$ cat src/rtl/video_stream_capture_pkg.sv
// Shared types and 640x480 timing constants for the grey video capture path.
package video_pkg;

    typedef enum logic [1:0] {
        IDLE,
        ARMED,
        ACTIVE,
        DONE
    } cap_state_t;

    localparam int unsigned H_SYNC  = 96;
    localparam int unsigned H_BACK  = 48;
    localparam int unsigned H_DISP  = 640;
    localparam int unsigned H_FRONT = 16;
    localparam int unsigned H_TOTAL = H_SYNC + H_BACK + H_DISP + H_FRONT;

    localparam int unsigned V_SYNC  = 2;
    localparam int unsigned V_BACK  = 33;
    localparam int unsigned V_DISP  = 480;
    localparam int unsigned V_FRONT = 10;
    localparam int unsigned V_TOTAL = V_SYNC + V_BACK + V_DISP + V_FRONT;

    typedef logic [7:0] pixel_t;

endpackage

$ cat src/rtl/video_stream_capture_if.sv
// Video input stream plus frame-buffer write port seen by the capture block.
interface video_stream_capture_if #(
    parameter int unsigned ADDR_W = 19,
    parameter int unsigned DATA_W = 8
);

    logic              vin_vsync;
    logic              vin_hsync;
    logic              vin_valid;
    logic [DATA_W-1:0] vin_dat;

    logic              wr_en;
    logic [ADDR_W-1:0] wr_addr;
    logic [DATA_W-1:0] wr_dat;

    // Stream source / buffer side
    modport master (
        output vin_vsync, vin_hsync, vin_valid, vin_dat,
        input  wr_en, wr_addr, wr_dat
    );

    // Capture side
    modport slave (
        input  vin_vsync, vin_hsync, vin_valid, vin_dat,
        output wr_en, wr_addr, wr_dat
    );

endinterface

$ cat src/rtl/video_stream_capture_line_counter.sv
// Column/line bookkeeping for frame capture; CAP_BOTTOM_UP_EN selects BMP row order.
module video_line_counter
    import video_pkg::*;
#(
    parameter int unsigned MAX_XRES = 640,
    parameter int unsigned MAX_YRES = 480,
    parameter int unsigned ADDR_W   = 19
) (
    input  logic              clk,
    input  logic              rst,
    input  logic              clear_i,
    input  logic              accept_i,
    input  logic              line_end_i,
    output logic [15:0]       col_o,
    output logic [15:0]       line_o,
    output logic [ADDR_W-1:0] line_base_o,
    output logic [15:0]       xres_o,
    output logic              col_full_o,
    output logic              line_open_o,
    output logic              first_line_o,
    output logic              len_mismatch_o,
    output logic              frame_full_o
);

    localparam logic [15:0]       XMAX   = 16'(MAX_XRES);
    localparam logic [15:0]       YLAST  = 16'(MAX_YRES - 1);
    localparam logic [ADDR_W-1:0] STRIDE = ADDR_W'(MAX_XRES);
`ifdef CAP_BOTTOM_UP_EN
    localparam logic [ADDR_W-1:0] BASE_INIT = ADDR_W'((MAX_YRES - 1) * MAX_XRES);
`else
    localparam logic [ADDR_W-1:0] BASE_INIT = '0;
`endif

    logic [15:0]       col_q,  col_d;
    logic [15:0]       line_q, line_d;
    logic [ADDR_W-1:0] base_q, base_d;
    logic [15:0]       xres_q, xres_d;

    assign col_o          = col_q;
    assign line_o         = line_q;
    assign line_base_o    = base_q;
    assign xres_o         = xres_q;
    assign col_full_o     = (col_q >= XMAX);
    assign line_open_o    = (col_q != '0);
    assign first_line_o   = (line_q == '0);
    assign len_mismatch_o = line_end_i & ~first_line_o & (col_q != xres_q);
    assign frame_full_o   = line_end_i & (line_q == YLAST);

    always_comb begin
        col_d  = col_q;
        line_d = line_q;
        base_d = base_q;
        xres_d = xres_q;
        if (clear_i) begin
            col_d  = '0;
            line_d = '0;
            base_d = BASE_INIT;
            xres_d = '0;
        end else if (line_end_i) begin
            if (first_line_o) begin
                xres_d = col_q;
            end
            col_d  = '0;
            line_d = line_q + 16'd1;
`ifdef CAP_BOTTOM_UP_EN
            base_d = base_q - STRIDE;
`else
            base_d = base_q + STRIDE;
`endif
        end else if (accept_i) begin
            col_d = col_q + 16'd1;
        end
    end

    always_ff @(posedge clk) begin
        if (rst) begin
            col_q  <= '0;
            line_q <= '0;
            base_q <= BASE_INIT;
            xres_q <= '0;
        end else begin
            col_q  <= col_d;
            line_q <= line_d;
            base_q <= base_d;
            xres_q <= xres_d;
        end
    end

endmodule

$ cat src/rtl/video_stream_capture.sv
// One-frame grey video capture into a linear frame buffer with resolution check.
// Define CAP_BOTTOM_UP_EN to write rows in BMP (bottom-up) order.
module video_stream_capture
    import video_pkg::*;
#(
    parameter int unsigned MAX_XRES = 640,
    parameter int unsigned MAX_YRES = 480,
    parameter int unsigned ADDR_W   = 19,
    parameter int unsigned DATA_W   = 8
) (
    input  logic                 clk,
    input  logic                 rst,
    video_stream_capture_if.slave vif,
    input  logic                 cap_begin,
    output logic                 cap_busy,
    output logic                 cap_done,
    output logic                 cap_err,
    output logic [15:0]          cap_xres,
    output logic [15:0]          cap_yres
);

    cap_state_t        state_q;
    logic              begin_q, vsync_q, valid_q;
    logic              end_pend_q;
    logic              busy_q, done_q, err_q;
    logic [15:0]       yres_q;
    logic              wr_en_q;
    logic [ADDR_W-1:0] wr_addr_q;
    logic [DATA_W-1:0] wr_dat_q;

    logic              begin_rise, vsync_rise, valid_fall;
    logic              in_active, accept, drop, line_end, arm;
    logic [15:0]       lc_col, lc_line, lc_xres;
    logic [ADDR_W-1:0] lc_base;
    logic              lc_col_full, lc_line_open, lc_first_line;
    logic              lc_len_mismatch, lc_frame_full;
    logic              unused_hsync;

    assign unused_hsync = vif.vin_hsync;

    always_comb begin
        begin_rise = cap_begin & ~begin_q;
        vsync_rise = vif.vin_vsync & ~vsync_q;
        valid_fall = ~vif.vin_valid & valid_q;
        in_active  = (state_q == ACTIVE);
        arm        = (state_q == IDLE) & begin_rise;
        accept     = in_active & ~end_pend_q & vif.vin_valid & ~lc_col_full;
        drop       = in_active & ~end_pend_q & vif.vin_valid & lc_col_full;
        // A fall with no accepted pixel is leftover from before the frame began
        line_end   = in_active & valid_fall & lc_line_open;
    end

    video_line_counter #(
        .MAX_XRES(MAX_XRES),
        .MAX_YRES(MAX_YRES),
        .ADDR_W  (ADDR_W)
    ) u_line_counter (
        .clk           (clk),
        .rst           (rst),
        .clear_i       (arm),
        .accept_i      (accept),
        .line_end_i    (line_end),
        .col_o         (lc_col),
        .line_o        (lc_line),
        .line_base_o   (lc_base),
        .xres_o        (lc_xres),
        .col_full_o    (lc_col_full),
        .line_open_o   (lc_line_open),
        .first_line_o  (lc_first_line),
        .len_mismatch_o(lc_len_mismatch),
        .frame_full_o  (lc_frame_full)
    );

    always_ff @(posedge clk) begin
        if (rst) begin
            state_q    <= IDLE;
            begin_q    <= 1'b0;
            vsync_q    <= 1'b0;
            valid_q    <= 1'b0;
            end_pend_q <= 1'b0;
            busy_q     <= 1'b0;
            done_q     <= 1'b0;
            err_q      <= 1'b0;
            yres_q     <= '0;
            wr_en_q    <= 1'b0;
            wr_addr_q  <= '0;
            wr_dat_q   <= '0;
        end else begin
            begin_q <= cap_begin;
            vsync_q <= vif.vin_vsync;
            valid_q <= vif.vin_valid;
            wr_en_q <= 1'b0;
            done_q  <= 1'b0;
            unique case (state_q)
                IDLE: begin
                    if (begin_rise) begin
                        state_q    <= ARMED;
                        busy_q     <= 1'b1;
                        err_q      <= 1'b0;
                        yres_q     <= '0;
                        end_pend_q <= 1'b0;
                    end
                end
                ARMED: begin
                    if (vsync_rise) begin
                        state_q <= ACTIVE;
                    end
                end
                ACTIVE: begin
                    if (accept) begin
                        wr_en_q   <= 1'b1;
                        wr_addr_q <= lc_base + ADDR_W'(lc_col);
                        wr_dat_q  <= vif.vin_dat;
                    end
                    if (drop || lc_len_mismatch) begin
                        err_q <= 1'b1;
                    end
                    // An end coinciding with an accepted pixel waits one cycle so
                    // the write strobe always leads cap_done.
                    if (end_pend_q || ((lc_frame_full || vsync_rise) && !accept)) begin
                        state_q    <= DONE;
                        done_q     <= 1'b1;
                        end_pend_q <= 1'b0;
                        yres_q     <= lc_line + {15'd0, line_end};
                    end else if (vsync_rise) begin
                        end_pend_q <= 1'b1;
                    end
                end
                DONE: begin
                    busy_q  <= 1'b0;
                    state_q <= IDLE;
                end
                default: state_q <= IDLE;
            endcase
        end
    end

    assign cap_busy    = busy_q;
    assign cap_done    = done_q;
    assign cap_err     = err_q;
    assign cap_xres    = lc_xres;
    assign cap_yres    = yres_q;
    assign vif.wr_en   = wr_en_q;
    assign vif.wr_addr = wr_addr_q;
    assign vif.wr_dat  = wr_dat_q;

endmodule

$ cat src/flat_wrapper.sv
// flat-port wrapper written by rule: the top's interface ports become plain ports
module video_stream_capture_flat import video_pkg::*;
#(
    parameter int unsigned MAX_XRES = 640,
    parameter int unsigned MAX_YRES = 480,
    parameter int unsigned ADDR_W   = 19,
    parameter int unsigned DATA_W   = 8
)
  (clk, rst, cap_begin, cap_busy, cap_done, cap_err, cap_xres, cap_yres, vif_vin_vsync, vif_vin_hsync, vif_vin_valid, vif_vin_dat, vif_wr_en, vif_wr_addr, vif_wr_dat);
  video_stream_capture_if #(.ADDR_W(ADDR_W), .DATA_W(DATA_W)) vif_i ();
  input  logic clk;
  input  logic rst;
  input  logic cap_begin;
  output logic cap_busy;
  output logic cap_done;
  output logic cap_err;
  output logic [15:0] cap_xres;
  output logic [15:0] cap_yres;
  input wire logic [$bits(vif_i.vin_vsync)-1:0] vif_vin_vsync;
  input wire logic [$bits(vif_i.vin_hsync)-1:0] vif_vin_hsync;
  input wire logic [$bits(vif_i.vin_valid)-1:0] vif_vin_valid;
  input wire logic [$bits(vif_i.vin_dat)-1:0] vif_vin_dat;
  output wire logic [$bits(vif_i.wr_en)-1:0] vif_wr_en;
  output wire logic [$bits(vif_i.wr_addr)-1:0] vif_wr_addr;
  output wire logic [$bits(vif_i.wr_dat)-1:0] vif_wr_dat;
  assign vif_i.vin_vsync = vif_vin_vsync;
  assign vif_i.vin_hsync = vif_vin_hsync;
  assign vif_i.vin_valid = vif_vin_valid;
  assign vif_i.vin_dat = vif_vin_dat;
  assign vif_wr_en = vif_i.wr_en;
  assign vif_wr_addr = vif_i.wr_addr;
  assign vif_wr_dat = vif_i.wr_dat;
  video_stream_capture #(.MAX_XRES(MAX_XRES), .MAX_YRES(MAX_YRES), .ADDR_W(ADDR_W), .DATA_W(DATA_W)) u_core (.clk(clk), .rst(rst), .vif(vif_i), .cap_begin(cap_begin), .cap_busy(cap_busy), .cap_done(cap_done), .cap_err(cap_err), .cap_xres(cap_xres), .cap_yres(cap_yres));
endmodule
$ cat config.mk
export PLATFORM = sky130hd
export DESIGN_NAME = video_stream_capture_flat
export DESIGN_NICKNAME = d
export VERILOG_FILES = /design/src/rtl/video_stream_capture_pkg.sv /design/src/rtl/video_stream_capture_if.sv /design/src/rtl/video_stream_capture_line_counter.sv /design/src/rtl/video_stream_capture.sv /design/src/flat_wrapper.sv
export SDC_FILE = /design/constraint.sdc
export NUM_CORES = 1
export LEC_CHECK = 0
export BUFFER_PORTS_ARGS = -buffer_cell sky130_fd_sc_hd__buf_4
export CORE_MARGIN = 2
export CORE_UTILIZATION = 57
export CTS_CLUSTER_SIZE = 30
export DETAILED_ROUTE_END_ITERATION = 6
export PLACE_DENSITY_LB_ADDON = 0.3
export SYNTH_ARGS = -nofsm -noshare
export SYNTH_HDL_FRONTEND = slang
export SYNTH_SLANG_ARGS = --single-unit
$ cat constraint.sdc
create_clock -name clk -period 3.3 [get_ports clk]
set_input_delay 0.33 -clock clk [delete_from_list [all_inputs] [get_ports clk]]
set_output_delay 0.33 -clock clk [all_outputs]
set_load 0.01 [all_outputs]
==> impl_metrics.yaml, run 1 <==
status:
  outcome: "complete, no violations"
synth:
  seq_area_frac_synth_pct: 41.2
  synth_area_leaders: "dfxtp_1 41%, nand2_1 5.8%, xnor2_1 4.8%"
  async_flop_share_pct: 0
  ys_types: 57
  synth-edff-count: 0
  synthCells: 645
  synthFlopType: "dfxtp_1"
  yosys.area.top_type: "dfxtp_1"
  synth_area_mm2: 0.00549
  synth_top_area_share_pct: 41.2
  yosysWarnings: 0
  postSynthAreaPerCell_um2: 8.51
  synth-seq-cells: 113
  synth_fp_nets: 680
timing:
  setup_viol: 0
  slew_viol_final: 0
  rsz0062_at_grt: "no"
  post-route-min-period_ns: 2.87
  fin_hold_ws_ns: 0.0553
  fin_worst_skew_ns: 0.0103
  maxSlewHeadroom_pct: 45.1
  hold_viol: 0
  setup_ws_ns: 0.433
  finalCritPeriodShare_pct: 86.9
  max_slew.worst_pin.slew_ns: 0.824
  max_freq_mhz: 349
  tns_ns: 0
route:
  wl_per_cell_um: 15.5
  num_vias: 4867
  ant_nets: 0
  wirelength_mm: 13.1
  drt-vias-per-instance: 5.75
  drc: 0
  drt_iter0_drc: 233
  dr.pass1.iters: 5
cts:
  cts.sinks: 113
  cts_resized: 0
  cts_tree: "built"
  post_cts_buffers: 0
  clkTransAtPathRegs_ns: 0.06
  cts_buffers: 17
  cts-root-buf: "clkbuf_8"
  cts_buffer_depth: 2
  worstSkewPairLatency_ns: 0.51
  cts_max_level: 4
  ctsHoldBuffers: 0
worst_setup_path:
  cp_slowest_stage_delay_ns: 0.39
  timing.rr.start: "u_core.state_q[0]"
  cp-end-kind: "flop"
  r2r-end: "u_core.cap_yres[11]"
  reg2reg_depth: 12
  path_class: "flop to flop"
  crit_start: "u_core.state_q[0]"
  cp-start-kind: "flop"
  cp-endpoint: "u_core.cap_yres[11]"
  worstPathCellList: "inv_1, ha_1, inv_1, nor3b_1, nand2_1, clkinv_1, ha_1, nand3_1, or2_2, nor2_1, xnor2_1, o32ai_1"
  cp_max_fo: 7
  worst_path_max_delay_cell: "nor3b_1"
  arrival_ns: 3.23
  cp_data_required_time_ns: 3.66
  r2r_setup_slack_ns: 0.43
placed_design:
  dp_hpwl_mm: 9.31
  dpl_cell_area_mm2: 0.00611
  gp_congestion: 0.934
  numPortBuffers: 75
  place_ws_ns: 0.527
die:
  start_util_pct: 59.2
  die_h_um: 102
  coreArea_mm2: 0.00928
  ios: 77
  num_rows: 35
  dieArea_mm2: 0.0104
  dieWidth_um: 102
final_layout:
  stdcell_area_mm2: 0.00669
  nNetsFinal: 742
  syn_to_final_growth_pct: 21.9
  layout-drive-gt1-share_pct: 16.6
  antenna_cells: 0
global_route:
  grt_usage_pct: 26.4
  grt_max_degree: 44
  first_global_vias: 4525
  grt_first_pass_wirelength_mm: 21.5
  overflow: 0
  antenna_found_initial: 0
power:
  power.total_w: 0.00375
  ir_worst_vdd_uv: 289
  leakage_nw: 2.69
  p_per_area_mw_per_mm2: 560
worst_hold_path:
  hold_path_class: "input pin to flop"
run:
  drv_cap: 0
worst min path at each step:
stage                               startpoint              endpoint  slack, ns  cells after the start
after global routing            vif_vin_dat[2]  u_core.vif.wr_dat[2]       0.06                      3
final                                cap_begin        u_core.begin_q       0.06                      2
after detailed placement  u_core.vif.wr_dat[2]  u_core.vif.wr_dat[2]       0.45                      2
after global placement    u_core.vif.wr_dat[0]  u_core.vif.wr_dat[0]       0.44                      2
after floorplan                      cap_begin        u_core.begin_q       0.46                      1
after CTS                            cap_begin        u_core.begin_q       0.04                      2
metal layers:
layer | part of all wire (%) | vias up | GRT usage (%) | wire length (um)
li1 | - | 2370 | - | -
met1 | 44 | 2325 | 35.8 | 5810
met2 | 49 | 156 | 42.2 | 6380
met3 | 6.0 | 16 | 5.75 | 794
met4 | 1.2 | 0 | 8.21 | 157
met5 | 0 | - | 0 | 0
metrics by stage:
step           std cells  util [%]
3_5_place_dp         817      65.8
2_1_floorplan        645         -
6_report             847      72.1
3_3_place_gp         817      65.8
5_1_grt              847      72.1
4_1_cts              847      72.1
state kept, by name, indices dropped and copies added (netlist names):
name / count
u_core.vsync_q: 1
u_core.u_line_counter.col_o: 16
u_core.u_line_counter.xres_o: 16
u_core.u_line_counter.line_o: 16
u_core.cap_yres: 16
u_core.u_line_counter.line_base_o: 12
u_core.valid_q: 1
u_core.vif.wr_addr: 19
u_core.cap_done: 1
u_core.state_q: 2
u_core.cap_busy: 1
u_core.begin_q: 1
u_core.cap_err: 1
u_core.vif.wr_en: 1
u_core.end_pend_q: 1
u_core.vif.wr_dat: 8
cells in the mapped netlist (all sizes together) (2+ instances only):
| cell type | n |
|---|---|
| dfxtp | 113 |
| nand2 | 85 |
| nor2 | 66 |
| a21oi | 38 |
| xnor2 | 30 |
| clkbuf | 27 |
| xor2 | 27 |
| mux2i | 25 |
| inv | 24 |
| ha | 20 |
| nand3 | 19 |
| nand4 | 19 |
| nor4 | 19 |
| o21ai | 15 |
| nor3 | 14 |
| buf | 13 |
| and3 | 11 |
| or3 | 10 |
| o32ai | 7 |
| nor2b | 6 |
| a21o | 5 |
| o211ai | 5 |
| o21a | 5 |
| and4 | 4 |
| or4 | 4 |
| a211oi | 3 |
| nand2b | 3 |
| a311oi | 2 |
| a31oi | 2 |
| a41o | 2 |
| a41oi | 2 |
| nand3b | 2 |
| nor4b | 2 |
worst max-delay path: cells and delay by family, from the launching register on:
family,cells,cell delay [ns]
AO/OA/AOI/OAI,1,0.09
XOR/XNOR,1,0.13
adder cells (fa/ha/maj),2,0.50
buffers and inverters,3,0.41
flip-flops,1,0.33
AND/OR/NAND/NOR,5,1.25
cells in the final DEF (no fill, tap or decap), types with 9 or more instances in the layout:
cell	count
dfxtp_1	113
nand2_1	85
buf_4	82
nor2_1	66
a21oi_1	38
xnor2_1	30
xor2_1	27
mux2i_1	25
inv_1	24
ha_1	20
nand4_1	19
nand3_1	19
nor4_1	16
clkbuf_16	16
nor3_1	13
and3_1	11
or3_1	10
o21ai_0	9
report_power, final:
| part | total (W) | internal, W | switching, W |
|---|---|---|---|
| logic | 0.000521 | 0.000184 | 0.000338 |
| clock network | 0.00179 | 0.00118 | 0.000612 |
| registers | 0.00144 | 0.00141 | 0.0000316 |
final cells by class:
type,count,area (um^2)
clock inverters,10,136
well taps,129,161
repair buffers,83,636
inverters,25,93.8
multi-input cells,467,2960
flip-flops and latches,113,2260
clock buffers,20,445
fillers,684,2590
kinds of logic (layout without fill, tap and decap cells):
logic type / after synthesis / count (layout) / synth area share [%]
AOI/OAI and AO/OA: 96 / 96 / 11.3
and+or+nand+nor: 268 / 268 / 24.0
muxes: 25 / 25 / 4.56
xor gates and xnor gates: 57 / 57 / 9.09
buffers and inverters: 65 / 138 / 4.94
DFF: 113 / 113 / 41.2
adders and majority gates: 21 / 21 / 4.92
Note: power is estimated with default switching activity, not from simulation.
==> inputs of run 2 (changes only) <==
--- a/config.mk
+++ b/config.mk
@@ -8,6 +8,7 @@
 export BUFFER_PORTS_ARGS = -buffer_cell sky130_fd_sc_hd__buf_4
 export CORE_MARGIN = 2
 export CORE_UTILIZATION = 57
+export CTS_BUF_LIST = sky130_fd_sc_hd__clkbuf_16
 export CTS_CLUSTER_SIZE = 30
 export DETAILED_ROUTE_END_ITERATION = 6
 export PLACE_DENSITY_LB_ADDON = 0.3
==> run 2 against run 1 <==
Against the previous run: wire length increased by 1.2%; first-iteration DRC count up 18%; non-clock buffer count did not move; setup slack got worse by 0.021 ns; clock skew is 0.0030 ns lower; largest cell class unchanged; register-to-register slack worse by 0.02 ns; highest routed layer unchanged.
==> impl_metrics.yaml, run 2 (synthesis gave the netlist of run 1 again) <==
global_route:
  overflow: 0
  grt_usage_pct: 26.5
  grt_first_pass_wirelength_mm: 21.6
  first_global_vias: 4515
  antenna_found_initial: 0
  grt_max_degree: 44
power:
  seqPwrFrac_pct: 38.5
  clock_power_share_pct: 47.5
  p_sw_share_pct: 26.4
  ir_worst_vdd_uv: 331
  combPwrFrac_pct: 14.0
  p_int_w: 0.00276
  p_per_area_mw_per_mm2: 561
  leakage_nw: 2.69
  switchingPower_w: 0.000989
  power.total_w: 0.00375
timing:
  post-route-min-period_ns: 2.89
  slew_viol_final: 0
  setup_ws_ns: 0.413
  max_slew.worst_pin.slew_ns: 0.819
  tns_ns: 0
  fin_worst_skew_ns: 0.00726
  finalCritPeriodShare_pct: 87.5
  maxSlewHeadroom_pct: 45.4
  rsz0062_at_grt: "no"
  setup_viol: 0
  max_freq_mhz: 346
  hold_viol: 0
route:
  num_vias: 4883
  wirelength_mm: 13.3
  drc: 0
  ant_nets: 0
  drt_iter0_drc: 274
  dr.pass1.iters: 5
  wl_per_cell_um: 15.7
  drt-vias-per-instance: 5.77
worst_setup_path:
  cp_max_fo: 7
  r2r_setup_slack_ns: 0.41
  r2r-end: "u_core.cap_yres[14]"
  reg2reg_depth: 13
  crit_start: "u_core.u_line_counter.col_o[0]"
  crit_buf_inv: 2
  arrival_ns: 3.14
  path_class: "flop to flop"
  crit_top_cell: "ha_1"
  cp-endpoint: "u_core.cap_yres[14]"
  critical_path.top_delay_family: "simple AND/OR/NAND/NOR gates"
  crit_cells: 13
  cp-end-kind: "flop"
  worst_path_max_delay_cell: "dfxtp_1"
  cp_data_required_time_ns: 3.56
  worstPathCellList: "inv_1, ha_1, nor4b_1, nand4_1, nand2_1, clkinv_1, ha_1, ha_1, nand2_1, nor2_1, nand3_1, xor2_1, o32ai_1"
  cp_slowest_stage_delay_ns: 0.41
  cp-start-kind: "flop"
  timing.rr.start: "u_core.u_line_counter.col_o[0]"
cts:
  cts_resized: 0
  cts_tree: "built"
  cts-root-buf: "clkbuf_16"
  cts_buffers: 17
  post_cts_buffers: 0
  worstSkewPairLatency_ns: 0.41
  cts.sinks: 113
  cts_buffer_depth: 2
  clkTransAtPathRegs_ns: 0.06
  cts_max_level: 4
  ctsHoldBuffers: 0
worst_hold_path:
  hold_path_class: "input pin to flop"
  worstHoldStart: "vif_vin_vsync"
final_layout:
  nNetsFinal: 742
  multi_input_area_mm2: 0.00296
  finalNonFillerCells: 847
  layout-drive-gt1-share_pct: 16.3
  layout_commonest_cell: "dfxtp_1"
  final_core_util_pct: 72.0
  largest_reg_flops: 19
  final-seq-area_mm2: 0.00226
  n_fill_cell: 692
  antenna_cells: 0
  final_cell_mix: "113 x dfxtp_1, 85 x nand2_1, 82 x buf_4"
  syn_to_final_growth_pct: 21.7
die:
  dieWidth_um: 102
  die_h_um: 102
  ios: 77
  start_util_pct: 59.2
  dieArea_mm2: 0.0104
  num_rows: 35
  coreArea_mm2: 0.00928
placed_design:
  gp_congestion: 0.934
  dp.cells: 817
  place_ws_ns: 0.527
  numPortBuffers: 75
  dp_hpwl_mm: 9.31
status:
  outcome: "complete, no violations"
run:
  drv_cap: 0
-- run 2: power by group through the flow --
stage / sequential, W / combinational (W) / clock [W]
final: 0.00144 / 0.000524 / 0.00178
after global routing: 0.00145 / 0.000582 / 0.00185
after CTS: 0.00144 / 0.000520 / 0.00178
after detailed placement: 0.00147 / 0.000515 / 0
after global placement: 0.00147 / 0.000495 / 0
after floorplan: 0.00148 / 0.000363 / 0
-- run 2: routing by layer --
| metal | share of wire (%) | global-route usage [%] | routed length [um] |
|---|---|---|---|
| met5 | 0 | 0 | 0 |
| met4 | 1.2 | 8.21 | 161 |
| met3 | 5.4 | 6.16 | 724 |
| met2 | 48 | 42.3 | 6430 |
| met1 | 45 | 35.9 | 5980 |
-- run 2: worst min path at each step --
stage | endpoint | slack, ns | depth (start not counted)
global placement | u_core.vif.wr_dat[0] | 0.44 | 2
global route | u_core.vif.wr_dat[2] | 0.17 | 3
detailed placement | u_core.vif.wr_dat[2] | 0.45 | 2
floorplan | u_core.begin_q | 0.46 | 1
finish | u_core.vsync_q | 0.16 | 2
CTS | u_core.begin_q | 0.16 | 2
-- run 2: layout make-up --
cell class                 count  share of cell area, %
inverter                      25                   1.40
tap                          129                   2.41
multi-input combinational    467                   44.3
sequential                   113                   33.8
clock inverter                13                   2.21
timing repair buffer          83                   9.51
clock buffer                  17                   6.36
-- run 2: metrics by stage --
step | hold slack, ns | instance area [um^2]
floorplan | 0.458 | 5490
CTS | 0.157 | 6680
global route | 0.173 | 6680
global placement | 0.443 | 6110
finish | 0.159 | 6680
detailed placement | 0.452 | 6110
